==> src/rtl/pipeline_ctrl.sv <==
// Stall/flush controller for the 6-stage pipeline (PC, IF, ID, EX, MEM, WB).
// Ports: clk, rst (sync, active-high), stallreq_{if,id,ex,mem}_i, flush_req_i,
//   flush_pc_i in; stall_o, flush_o, new_pc_o, busy_o, stall_timeout_o,
//   stall_cycles_o out.
module pipeline_ctrl #(
  parameter int FLUSH_CYCLES  = 1,
  parameter int STALL_TIMEOUT = 1024,
  parameter int CNT_W         = 32
) (
  input  logic             clk,
  input  logic             rst,
  input  logic             stallreq_if_i,
  input  logic             stallreq_id_i,
  input  logic             stallreq_ex_i,
  input  logic             stallreq_mem_i,
  input  logic             flush_req_i,
  input  logic [31:0]      flush_pc_i,
  output logic [5:0]       stall_o,
  output logic             flush_o,
  output logic [31:0]      new_pc_o,
  output logic             busy_o,
  output logic             stall_timeout_o,
  output logic [CNT_W-1:0] stall_cycles_o
);

  localparam int RW = $clog2(STALL_TIMEOUT + 1);
  localparam logic [RW-1:0] TO_MAX  = RW'(STALL_TIMEOUT);
  localparam logic [RW-1:0] TO_LAST = RW'(STALL_TIMEOUT - 1);
  localparam logic [3:0]    FC      = 4'(FLUSH_CYCLES);

  typedef enum logic {
    RUN,
    FLUSH
  } state_t;

  state_t        state;
  logic [3:0]    flush_cnt;
  logic [RW-1:0] run_cnt;
  logic          stalled;

  // Several stages may request at once; the deepest one wins.
  always_comb begin
    stall_o = 6'b000000;
    if (state == RUN) begin
      priority case (1'b1)
        flush_req_i:    stall_o = 6'b111111;
        stallreq_mem_i: stall_o = 6'b011111;
        stallreq_ex_i:  stall_o = 6'b001111;
        stallreq_id_i:  stall_o = 6'b000111;
        stallreq_if_i:  stall_o = 6'b000011;
        default:        stall_o = 6'b000000;
      endcase
    end
  end

  assign stalled = |stall_o;

  always_ff @(posedge clk) begin
    if (rst) begin
      state           <= RUN;
      flush_cnt       <= '0;
      run_cnt         <= '0;
      flush_o         <= 1'b0;
      new_pc_o        <= '0;
      busy_o          <= 1'b0;
      stall_timeout_o <= 1'b0;
      stall_cycles_o  <= '0;
    end else begin
      if (stalled) begin
        if (stall_cycles_o != '1)
          stall_cycles_o <= stall_cycles_o + 1'b1;
        if (run_cnt != TO_MAX)
          run_cnt <= run_cnt + 1'b1;
        // Flag on the edge that completes the last allowed stalled cycle.
        if (run_cnt >= TO_LAST)
          stall_timeout_o <= 1'b1;
      end else begin
        run_cnt <= '0;
      end

      case (state)
        RUN: begin
          if (flush_req_i) begin
            state     <= FLUSH;
            flush_cnt <= FC;
            flush_o   <= 1'b1;
            new_pc_o  <= flush_pc_i;
            busy_o    <= 1'b1;
          end
        end
        FLUSH: begin
          // Requests arriving here are dropped; MEM re-raises later.
          if (flush_cnt == 4'd1) begin
            state     <= RUN;
            flush_cnt <= '0;
            flush_o   <= 1'b0;
            new_pc_o  <= '0;
            busy_o    <= 1'b0;
          end else begin
            flush_cnt <= flush_cnt - 1'b1;
          end
        end
        default: state <= RUN;
      endcase
    end
  end

endmodule

==> config.mk <==
export PLATFORM = sky130hd
export DESIGN_NAME = pipeline_ctrl
export DESIGN_NICKNAME = d
export VERILOG_FILES = /design/src/rtl/pipeline_ctrl.sv
export SDC_FILE = /design/constraint.sdc
export NUM_CORES = 1
export LEC_CHECK = 0
export BUFFER_PORTS_ARGS = -buffer_cell sky130_fd_sc_hd__buf_2
export CORE_UTILIZATION = 45
export DETAILED_ROUTE_END_ITERATION = 12
export HOLD_SLACK_MARGIN = 0.03
export PLACE_DENSITY = 0.81
export REMOVE_ABC_BUFFERS = 1
export SLEW_MARGIN = 5
export SYNTH_ARGS = -nofsm -noshare
export SYNTH_HDL_FRONTEND = slang
export SYNTH_SLANG_ARGS = --single-unit
==> constraint.sdc <==
create_clock -name clk -period 2.55 [get_ports clk]
set_input_delay 0.1275 -clock clk [delete_from_list [all_inputs] [get_ports clk]]
set_output_delay 0.1275 -clock clk [all_outputs]
set_load 0.005 [all_outputs]
==> run summary, run 1 <==
After synthesis, the cell types taking the most area are sky130_fd_sc_hd__dfxtp_1, sky130_fd_sc_hd__nor2_1, sky130_fd_sc_hd__a22oi_1, sky130_fd_sc_hd__a21oi_1, sky130_fd_sc_hd__or3_1. Entering global routing, the biggest net connects 39 pins. sky130_fd_sc_hd__dfxtp_1 is the most common cell in the netlist.

The DRC violation count after routing was 0. For this design the total switching power over the nets is 0.702 mW. The tools report the sequential fraction of design power as 0.516.

The chip height is 92.0 um. The final critical-path share of the clock period came out at 0.826. The startpoint identified for the worst register-to-register timing path is stall_cycles_o[0]$_SDFFE_PP0P_. Post-CTS setup-driven buffer insertion count: 0.

The worst slew margin relative to its limit is 0.653, and the final count of hold timing violations is 0. The wire length after detailed routing came out at 9340 um. The length in cells of the worst reg-to-reg path works out to 6. Across all register-to-register paths, the minimum setup slack is 0.44 ns.

TritonCTS built the clock tree. The starting density of the core was 0.470. DRC marker count from the first detailed-route iteration: 176. In the final design database the tool counted 587 nets. The run gives 0.450 as the proportion of synthesized chip area in sequential cells. Counting both buffers and inverters, the worst setup path holds a total of 0.

The logs give 1.99 nW for the cell leakage power and 0 for the final-report setup violation count. The tools report the post-detailed-route count of antenna-violating nets as 0. The run gives 0.00777 mm2 as the core outline area. In this run, CTS created clock tree buffers numbering 9.

The share of the synthesized area in the top cell type came out at 0.450. Setup repair after global routing left no endpoint under its margin. The worst hold path was traced through 3 stages. Global-route usage over all layers: 0.227. The flow ran to the end, and the final reports show no timing, DRC or antenna violations. On the final layout, the worst hold slack is 0.0412 ns. Each instance of the synthesized netlist takes up on average 8.96 um2.

The post-synthesis instance area is 0.00365 mm2, and the proportion of total power due to net switching is 0.265. The critical path runs through a total of 6 cells. The per-cell via count in the routed design is 5.42, and the area added between synthesis and finish is 30.8%. For this run the aggregate overflow at the end of global routing stands at 0.

The tree built by TritonCTS fans out to 82 sinks. For this design the ratio of total power to cell area is 554 mW/mm2. In this run the deepest clock path goes through 2 buffers. For the maximum ir drop on the vdd rail, the log shows 0.403 mV. The first global-routing pass estimated 15300 um of wire. The fraction of registers with async set/reset is 0.

The pre-antenna-repair detailed-routing pass consisted of 4 iterations. The most instantiated flip-flop cell in the synthesis netlist is sky130_fd_sc_hd__dfxtp_1. The repair_antennas step left the layout with diodes totalling 0. The fraction of final layout cells with drive strength greater than 1 was 0.283; the delay of the slowest cell on the worst path was 0.55 ns. The max-capacitance violation count was 0.

The clock network power share came out at 0.364. After technology mapping, the gate count stands at 407. For the internal power contribution, the log shows 1.94 mW. Data on the critical path arrives at its endpoint at 2.35 ns.

Tracing the worst setup path back leads to its startpoint at stall_cycles_o[0]$_SDFFE_PP0P_. The tools report the overall via count from detail_route as 3521. The overall die area was 0.00847 mm2. Clock skew on the completed layout was measured at 0.00985 ns. The critical path goes through ha_1 -> nand4_1 -> or4_4 -> o21ai_4 -> or4_1 -> a21oi_2.

The required time reported for the critical path endpoint was 2.79 ns; the post-synthesis sequential element count was 82. Subtracting the final worst setup slack from the clock period gives 2.11 ns. The width of the die works out to 92.0 um. The number of pins exceeding their max-slew limit in the final report is 0. Counting distinct cell types in the post-synthesis netlist gives 50. In this run the core area contains 32 standard-cell rows. The startpoint identified for the worst hold timing path is flush_pc_i[2].

For the post-layout instance area, the log shows 0.00477 mm2. The part of the total power dissipated in combinational logic was 0.120; the clock input transition at the sequential cells of the worst setup and hold paths was 0.08 ns. The number of global-route vias before repair is 3345, and the number of enable flip-flop cells after synthesis is 0.

Pin placement for this block handled 112 I/O pins. The tools report the maximum level of the CTS H-tree as 3. The achievable frequency came out at 475 MHz.

The worst setup path is launched from a register. The worst setup path is of the register to register kind. The worst setup path is captured at a register. In this design, the largest share of critical-path delay is due to simple AND/OR/NAND/NOR gates.

The path class of the tightest hold or removal check is input port to register. Summing all placed instances gives a cell area of 0.00427 mm2. Of all cell types, the one taking the most synthesized area is sky130_fd_sc_hd__dfxtp_1. The clock latency at the later pin of the worst-skew pair is 0.37 ns. Ranked by instance count, the synthesized netlist is headed by sky130_fd_sc_hd__dfxtp_1, sky130_fd_sc_hd__nor2_1, sky130_fd_sc_hd__a22oi_1. The number of antenna violations at the first check in global routing came out at 0.

Yosys printed 0 warnings. Clock tree synthesis selected as its root buffer the cell sky130_fd_sc_hd__clkbuf_8. In the final routed layout, each cell accounts on average for 14.4 um. During placement, the flow inserted port buffers numbering 111. For the pin with the worst max-slew slack, the measured transition is 0.520 ns. Detailed placement finished with a half-perimeter wire length of 6220 um. Along the worst path, the maximum fanout reaches 17. The library cell contributing the largest single delay on the critical path is sky130_fd_sc_hd__or4_4.

The congestion estimate from routability-driven global placement came to 0.909.
## what timing repair did
action | 4_1_cts | 5_1_grt
resized for setup | 0 | 0
hold endpoints to repair | 30 | 0
hold buffers | 30 | 0
## routing by layer
metal / vias to the layer above / GRT usage / part of all wire
met5: - / 0 / 0
met1: 1656 / 0.275 / 0.43
met2: 82 / 0.363 / 0.50
met4: 0 / 0.145 / 0.039
met3: 29 / 0.0539 / 0.037
li1: 1754 / - / -
## placed cells by master (no fill, tap or decap), types with 3 or more instances in the layout
| cell type | count |
|---|---|
| sky130_fd_sc_hd__nand4_1 | 11 |
| sky130_fd_sc_hd__a21oi_2 | 4 |
| sky130_fd_sc_hd__xor2_1 | 9 |
| sky130_fd_sc_hd__or3_1 | 15 |
| sky130_fd_sc_hd__and4_1 | 7 |
| sky130_fd_sc_hd__xnor2_1 | 9 |
| sky130_fd_sc_hd__o21ai_0 | 12 |
| sky130_fd_sc_hd__a21oi_1 | 22 |
| sky130_fd_sc_hd__buf_4 | 7 |
| sky130_fd_sc_hd__clkbuf_8 | 9 |
| sky130_fd_sc_hd__or4_1 | 3 |
| sky130_fd_sc_hd__dlygate4sd3_1 | 30 |
| sky130_fd_sc_hd__ha_1 | 5 |
| sky130_fd_sc_hd__nand2_1 | 17 |
| sky130_fd_sc_hd__and2_1 | 3 |
| sky130_fd_sc_hd__nor3_1 | 4 |
| sky130_fd_sc_hd__a22oi_1 | 32 |
| sky130_fd_sc_hd__inv_6 | 3 |
| sky130_fd_sc_hd__nand3_1 | 16 |
| sky130_fd_sc_hd__and3_1 | 4 |
| sky130_fd_sc_hd__o21ai_1 | 5 |
| sky130_fd_sc_hd__inv_1 | 6 |
| sky130_fd_sc_hd__buf_2 | 111 |
| sky130_fd_sc_hd__nand2b_1 | 6 |
| sky130_fd_sc_hd__dfxtp_1 | 82 |
| sky130_fd_sc_hd__nor2_1 | 66 |
| sky130_fd_sc_hd__nor2b_1 | 6 |
| sky130_fd_sc_hd__a211oi_1 | 7 |
## final timing paths
| path | to |
|---|---|
| setup / recovery | stall_cycles_o[12]$_SDFFE_PP0P_ |
| hold / removal | new_pc_o[2]$_SDFFE_PP0P_ |
| setup reg to reg | stall_cycles_o[12]$_SDFFE_PP0P_ |
| hold reg to reg | stall_timeout_o$_SDFFE_PP0P_ |
## logic make-up after synthesis
kind of cell	share of synthesized area
flip-flops	0.450
AND/OR/NAND/NOR	0.260
buffers and inverters	0.0388
XOR/XNOR	0.0432
AO/OA/AOI/OAI	0.182
adder cells (fa/ha/maj)	0.0172
multiplexers	0.00892
## layout make-up
class / instances / area (um2)
fill: 651 / 3000
multi-input combinational: 295 / 1870
sequential: 82 / 1640
timing repair buffer: 148 / 908
clock buffer: 10 / 128
tap: 102 / 128
clock inverter: 6 / 71.3
inverter: 7 / 26.3
## per-stage QoR
stage | power, mW | util | setup slack [ns] | setup TNS, ns | instances
finish | 2.65 | 0.614 | 0.445 | 0 | 650
global route | 2.76 | 0.614 | 0.289 | 0 | 650
CTS | 2.67 | 0.614 | 0.440 | 0 | 650
detailed placement | 1.67 | 0.550 | 0.454 | 0 | 604
global placement | 1.66 | 0.550 | 0.540 | 0 | 604
floorplan | 1.53 | - | -0.290 | -9.29 | 384
## state kept, by name (all words and copies together) (netlist names)
name and count:
run_cnt 11, stall_timeout_o 1, stall_cycles_o 32, state 1
flush_cnt 4, new_pc_o 32, busy_o 1
## worst min-delay path, cell delays in order
cell and delay (ns):
sky130_fd_sc_hd__buf_2 0.08, sky130_fd_sc_hd__a22oi_1 0.07, sky130_fd_sc_hd__nor2_1 0.09
## power groups by stage
| stage | Combinational (mW) | Clock [mW] | Sequential [mW] |
|---|---|---|---|
| floorplan | 0.138 | 0 | 1.39 |
| global placement | 0.269 | 0 | 1.39 |
| detailed placement | 0.276 | 0 | 1.39 |
| CTS | 0.314 | 0.990 | 1.36 |
| global route | 0.349 | 1.04 | 1.37 |
| finish | 0.318 | 0.962 | 1.37 |
Note: power is estimated with default switching activity, not from simulation.
==> inputs of run 2 (changes only) <==
--- a/config.mk
+++ b/config.mk
@@ -9,7 +9,7 @@
 export CORE_UTILIZATION = 45
 export DETAILED_ROUTE_END_ITERATION = 12
 export HOLD_SLACK_MARGIN = 0.03
-export PLACE_DENSITY = 0.81
+export PLACE_DENSITY = 0.84
 export REMOVE_ABC_BUFFERS = 1
 export SLEW_MARGIN = 5
 export SYNTH_ARGS = -nofsm -noshare
==> constraint.sdc (replaced) <==
create_clock -name clk -period 1.9 [get_ports clk]
set_input_delay 0.095 -clock clk [delete_from_list [all_inputs] [get_ports clk]]
set_output_delay 0.095 -clock clk [all_outputs]
set_load 0.005 [all_outputs]
==> run 2 against run 1 <==
Effect of this change:
- global-route usage increased by 3.8 points
- clock skew decreased by 0.0032 ns
- clock-buffer cell count increased by 1
- sequential power increased by 34%
- combinational power increased by 60%
- power increased by 45%
- the run now ends with setup timing left
- register-to-register slack got worse by 0.48 ns
- utilization increased by 6.0 points
- largest cell class unchanged
==> run summary, run 2 (synthesis gave the netlist of run 1 again) <==
The run gives 0.00198 mm2 (+6.0%) as the combined area of the multi-input logic cells. The cell at the root of the clock tree was sky130_fd_sc_hd__clkbuf_8. The final critical-path share of the clock period is 1.02 (+0.195), and the setup TNS is -0.0688 ns (-0.0688 ns). The width of the die was 92.0 um (unchanged); the chip height was 92.0 um (unchanged).

The number of pins exceeding their max-slew limit in the final report is 0 (unchanged), and the worst clock skew on the final layout is 0.00660 ns (-0.00325 ns). Clock input transition at the sequential cells of the worst setup and hold paths: 0.08 ns (about the same). The number of buffers created by CTS is 9 (unchanged), and the routed wire length per instance is 17.5 um (+22%).

The areal power density over the cells is 734 mW/mm2 (+32%). The highest net fanout along the worst path is 5 (-12). The max-capacitance violation count was 0 (unchanged); the number of global-route vias before repair was 3635 (+8.7%). The logs give 112 (unchanged) for the count of pins on the block boundary and 0.0264 ns (-0.428 ns) for the minimum setup slack after placement. The tools report the achievable frequency as 516 MHz (+8.6%).

The area occupied by registers came out at 0.00165 mm2 (+0.61%). The number of sinks on the clock net was 82 (unchanged). The wire length after detailed routing was 12100 um (+29%).

The placed wire-length estimate after detailed placement is 6920 um (+11%). For the DRC marker count from the first detailed-route iteration, the log shows 379 (+120%). The global-route usage over all layers came out at 0.265 (+0.0379). The maximum level of the CTS H-tree was 3 (unchanged); the net total in the final layout was 626 (+6.6%).

The post-detailed-route count of antenna-violating nets is 0 (unchanged), and the final-report setup violation count is 4 (+4). The tools report the filler-free cell count of the finished design as 689 (+6.0%). The run gives 0.38 ns (about the same) as the clock latency at the later pin of the worst-skew pair.

The commonest non-fill, non-tap cell in the layout was sky130_fd_sc_hd__buf_2. The overall via count from detail_route is 4029 (+14%). The number of antenna violations at the first check in global routing was 0 (unchanged). The largest registers in the layout are new_pc_o x32, stall_cycles_o x32, run_cnt x11. The cell leakage power came out at 2.25 nW (+13%).

The clock period minus worst slack was 1.94 ns (-0.167 ns). In this design, the critical path's most frequently occurring cell is sky130_fd_sc_hd__and4_1. Setup repair after global routing could not meet its margin everywhere. Arrival time at the worst endpoint: 2.24 ns (-0.11 ns). The path class of the lowest-slack min-delay path was input port to register. Walking the worst path, the cells encountered are and4_1 -> and4_1 -> a211oi_2 -> or4b_1 -> a21oi_1. The run gives 17600 um (+14%) as the global-route wire length before repair. The overall die area is 0.00847 mm2 (unchanged). The top cell types in the final layout, fill and taps aside, are sky130_fd_sc_hd__buf_2, sky130_fd_sc_hd__dfxtp_1, sky130_fd_sc_hd__nor2_1.

The weighted congestion at the end of routability-driven global placement is 0.816 (-10%). The area added between synthesis and finish was 43.5%; the number of placement rows was 32 (unchanged). The maximum ir drop on the vdd rail was 0.402 mV (-0.31%).

The run finished, with violations left. The final reports fail on setup timing. The per-cell via count in the routed design works out to 5.85 (+8.0%). The number of diodes was 0 (unchanged).

The slowest stage of the critical path belongs to the cell sky130_fd_sc_hd__or4b_1. TritonCTS built the clock tree. The final count of hold timing violations is 0 (unchanged), and the count of filler cells inserted in the layout is 565 (-13%).

The fraction of final layout cells with drive strength greater than 1 works out to 0.365 (+0.0817). The delay of the slowest cell on the worst path came out at 0.51 ns (-0.04 ns). The length of the first detailed-routing pass in iterations is 6 (+2). The type of the worst setup path was register to register. The tools report the starting density of the core as 0.470 (unchanged). The actual transition at the worst max-transition pin was 0.568 ns (+0.0482 ns); the least setup slack across all paths after layout was -0.0385 ns (-0.483 ns). For the required time reported for the critical path endpoint, the log shows 2.20 ns (-0.59 ns). The tools report the worst slew margin relative to its limit as 0.618 (-0.0348).

STA classifies the critical path endpoint as a register. On the critical path the largest part of the delay comes from simple AND/OR/NAND/NOR gates. The logs give 639 (+5.8%) for the cell count after placement and 0 (unchanged) for the remaining global-route overflow. The DRC violation count after routing is 0 (unchanged).

STA classifies the critical path startpoint as a register. The tools report the pin count of the biggest net entering global routing as 35 (-10%). The core outline area is 0.00777 mm2 (unchanged).

The sum of buffers and inverters on the critical path came out at 0 (unchanged). The count of port buffers added during placement was 111 (unchanged); the maximum buffer depth of the clock tree was 2 (unchanged).
==> run 2: cell types whose count changed in the layout (fill, tap and decap cells not counted), sizes merged <==
cell | previous run | this run
dlygate4sd3 | 30 | 31
bufinv | 1 | 2
clkinvlp | 2 | 1
clkinv | 0 | 1
clkbuf | 10 | 11
inv | 10 | 8
buf | 118 | 156
==> run 2: stage by stage <==
| step | area (um2) | hold slack [ns] | util | total power, mW |
|---|---|---|---|---|
| 2_1_floorplan | 3530 | 0.157 | - | 2.05 |
| 3_3_place_gp | 4540 | 0.344 | 0.584 | 2.26 |
| 3_5_place_dp | 4540 | 0.351 | 0.584 | 2.28 |
| 4_1_cts | 5090 | 0.0408 | 0.655 | 3.79 |
| 5_1_grt | 5240 | 0.0662 | 0.674 | 3.98 |
| 6_report | 5240 | 0.0725 | 0.674 | 3.84 |
==> run 2: repair_timing <==
| action | CTS | global route |
|---|---|---|
| gates resized for setup | 1 | 31 |
| setup buffers | 0 | 3 |
| hold buffers | 31 | 0 |
| pin swaps | 2 | 10 |
| cloned | 0 | 0 |
| endpoints found under the setup margin | 14 | 27 |
| endpoints found under the hold margin | 31 | 0 |
==> run 2: area by class of cell <==
| cell class | instances | area share |
|---|---|---|
| inverters | 7 | 0.00502 |
| flip-flops and latches | 82 | 0.315 |
| clock buffers | 11 | 0.0289 |
| multi-input cells | 295 | 0.379 |
| clock inverters | 5 | 0.0163 |
| repair buffers | 187 | 0.231 |
| well taps | 102 | 0.0244 |
==> run 2: path summary, 6_finish.rpt <==
kind	slack, ns	startpoint	cells after the start	endpoint
min reg2reg	0.47	stall_timeout_o$_SDFFE_PP0P_	2	stall_timeout_o$_SDFFE_PP0P_
min	0.07	rst	2	new_pc_o[5]$_SDFFE_PP0P_
max reg2reg	-0.04	stall_cycles_o[30]$_SDFFE_PP0P_	5	stall_cycles_o[16]$_SDFFE_PP0P_
max	-0.04	stall_cycles_o[30]$_SDFFE_PP0P_	5	stall_cycles_o[16]$_SDFFE_PP0P_
==> run 2: report_power, final <==
| part | leakage, nW | internal [mW] | switching [mW] |
|---|---|---|---|
| Clock | 0.116 | 0.819 | 0.680 |
| Combinational | 1.46 | 0.243 | 0.266 |
| Sequential | 0.670 | 1.78 | 0.0494 |
| Total | 2.25 | 2.84 | 0.996 |
==> run 2: layer usage <==
metal,GRT usage,vias to the layer above,share of wire,routed length [um]
met5,0,-,0,0
met4,0.177,0,0.064,772
met3,0.0804,78,0.060,724
met2,0.420,189,0.50,6030
met1,0.309,1946,0.38,4530
li1,-,1816,-,-
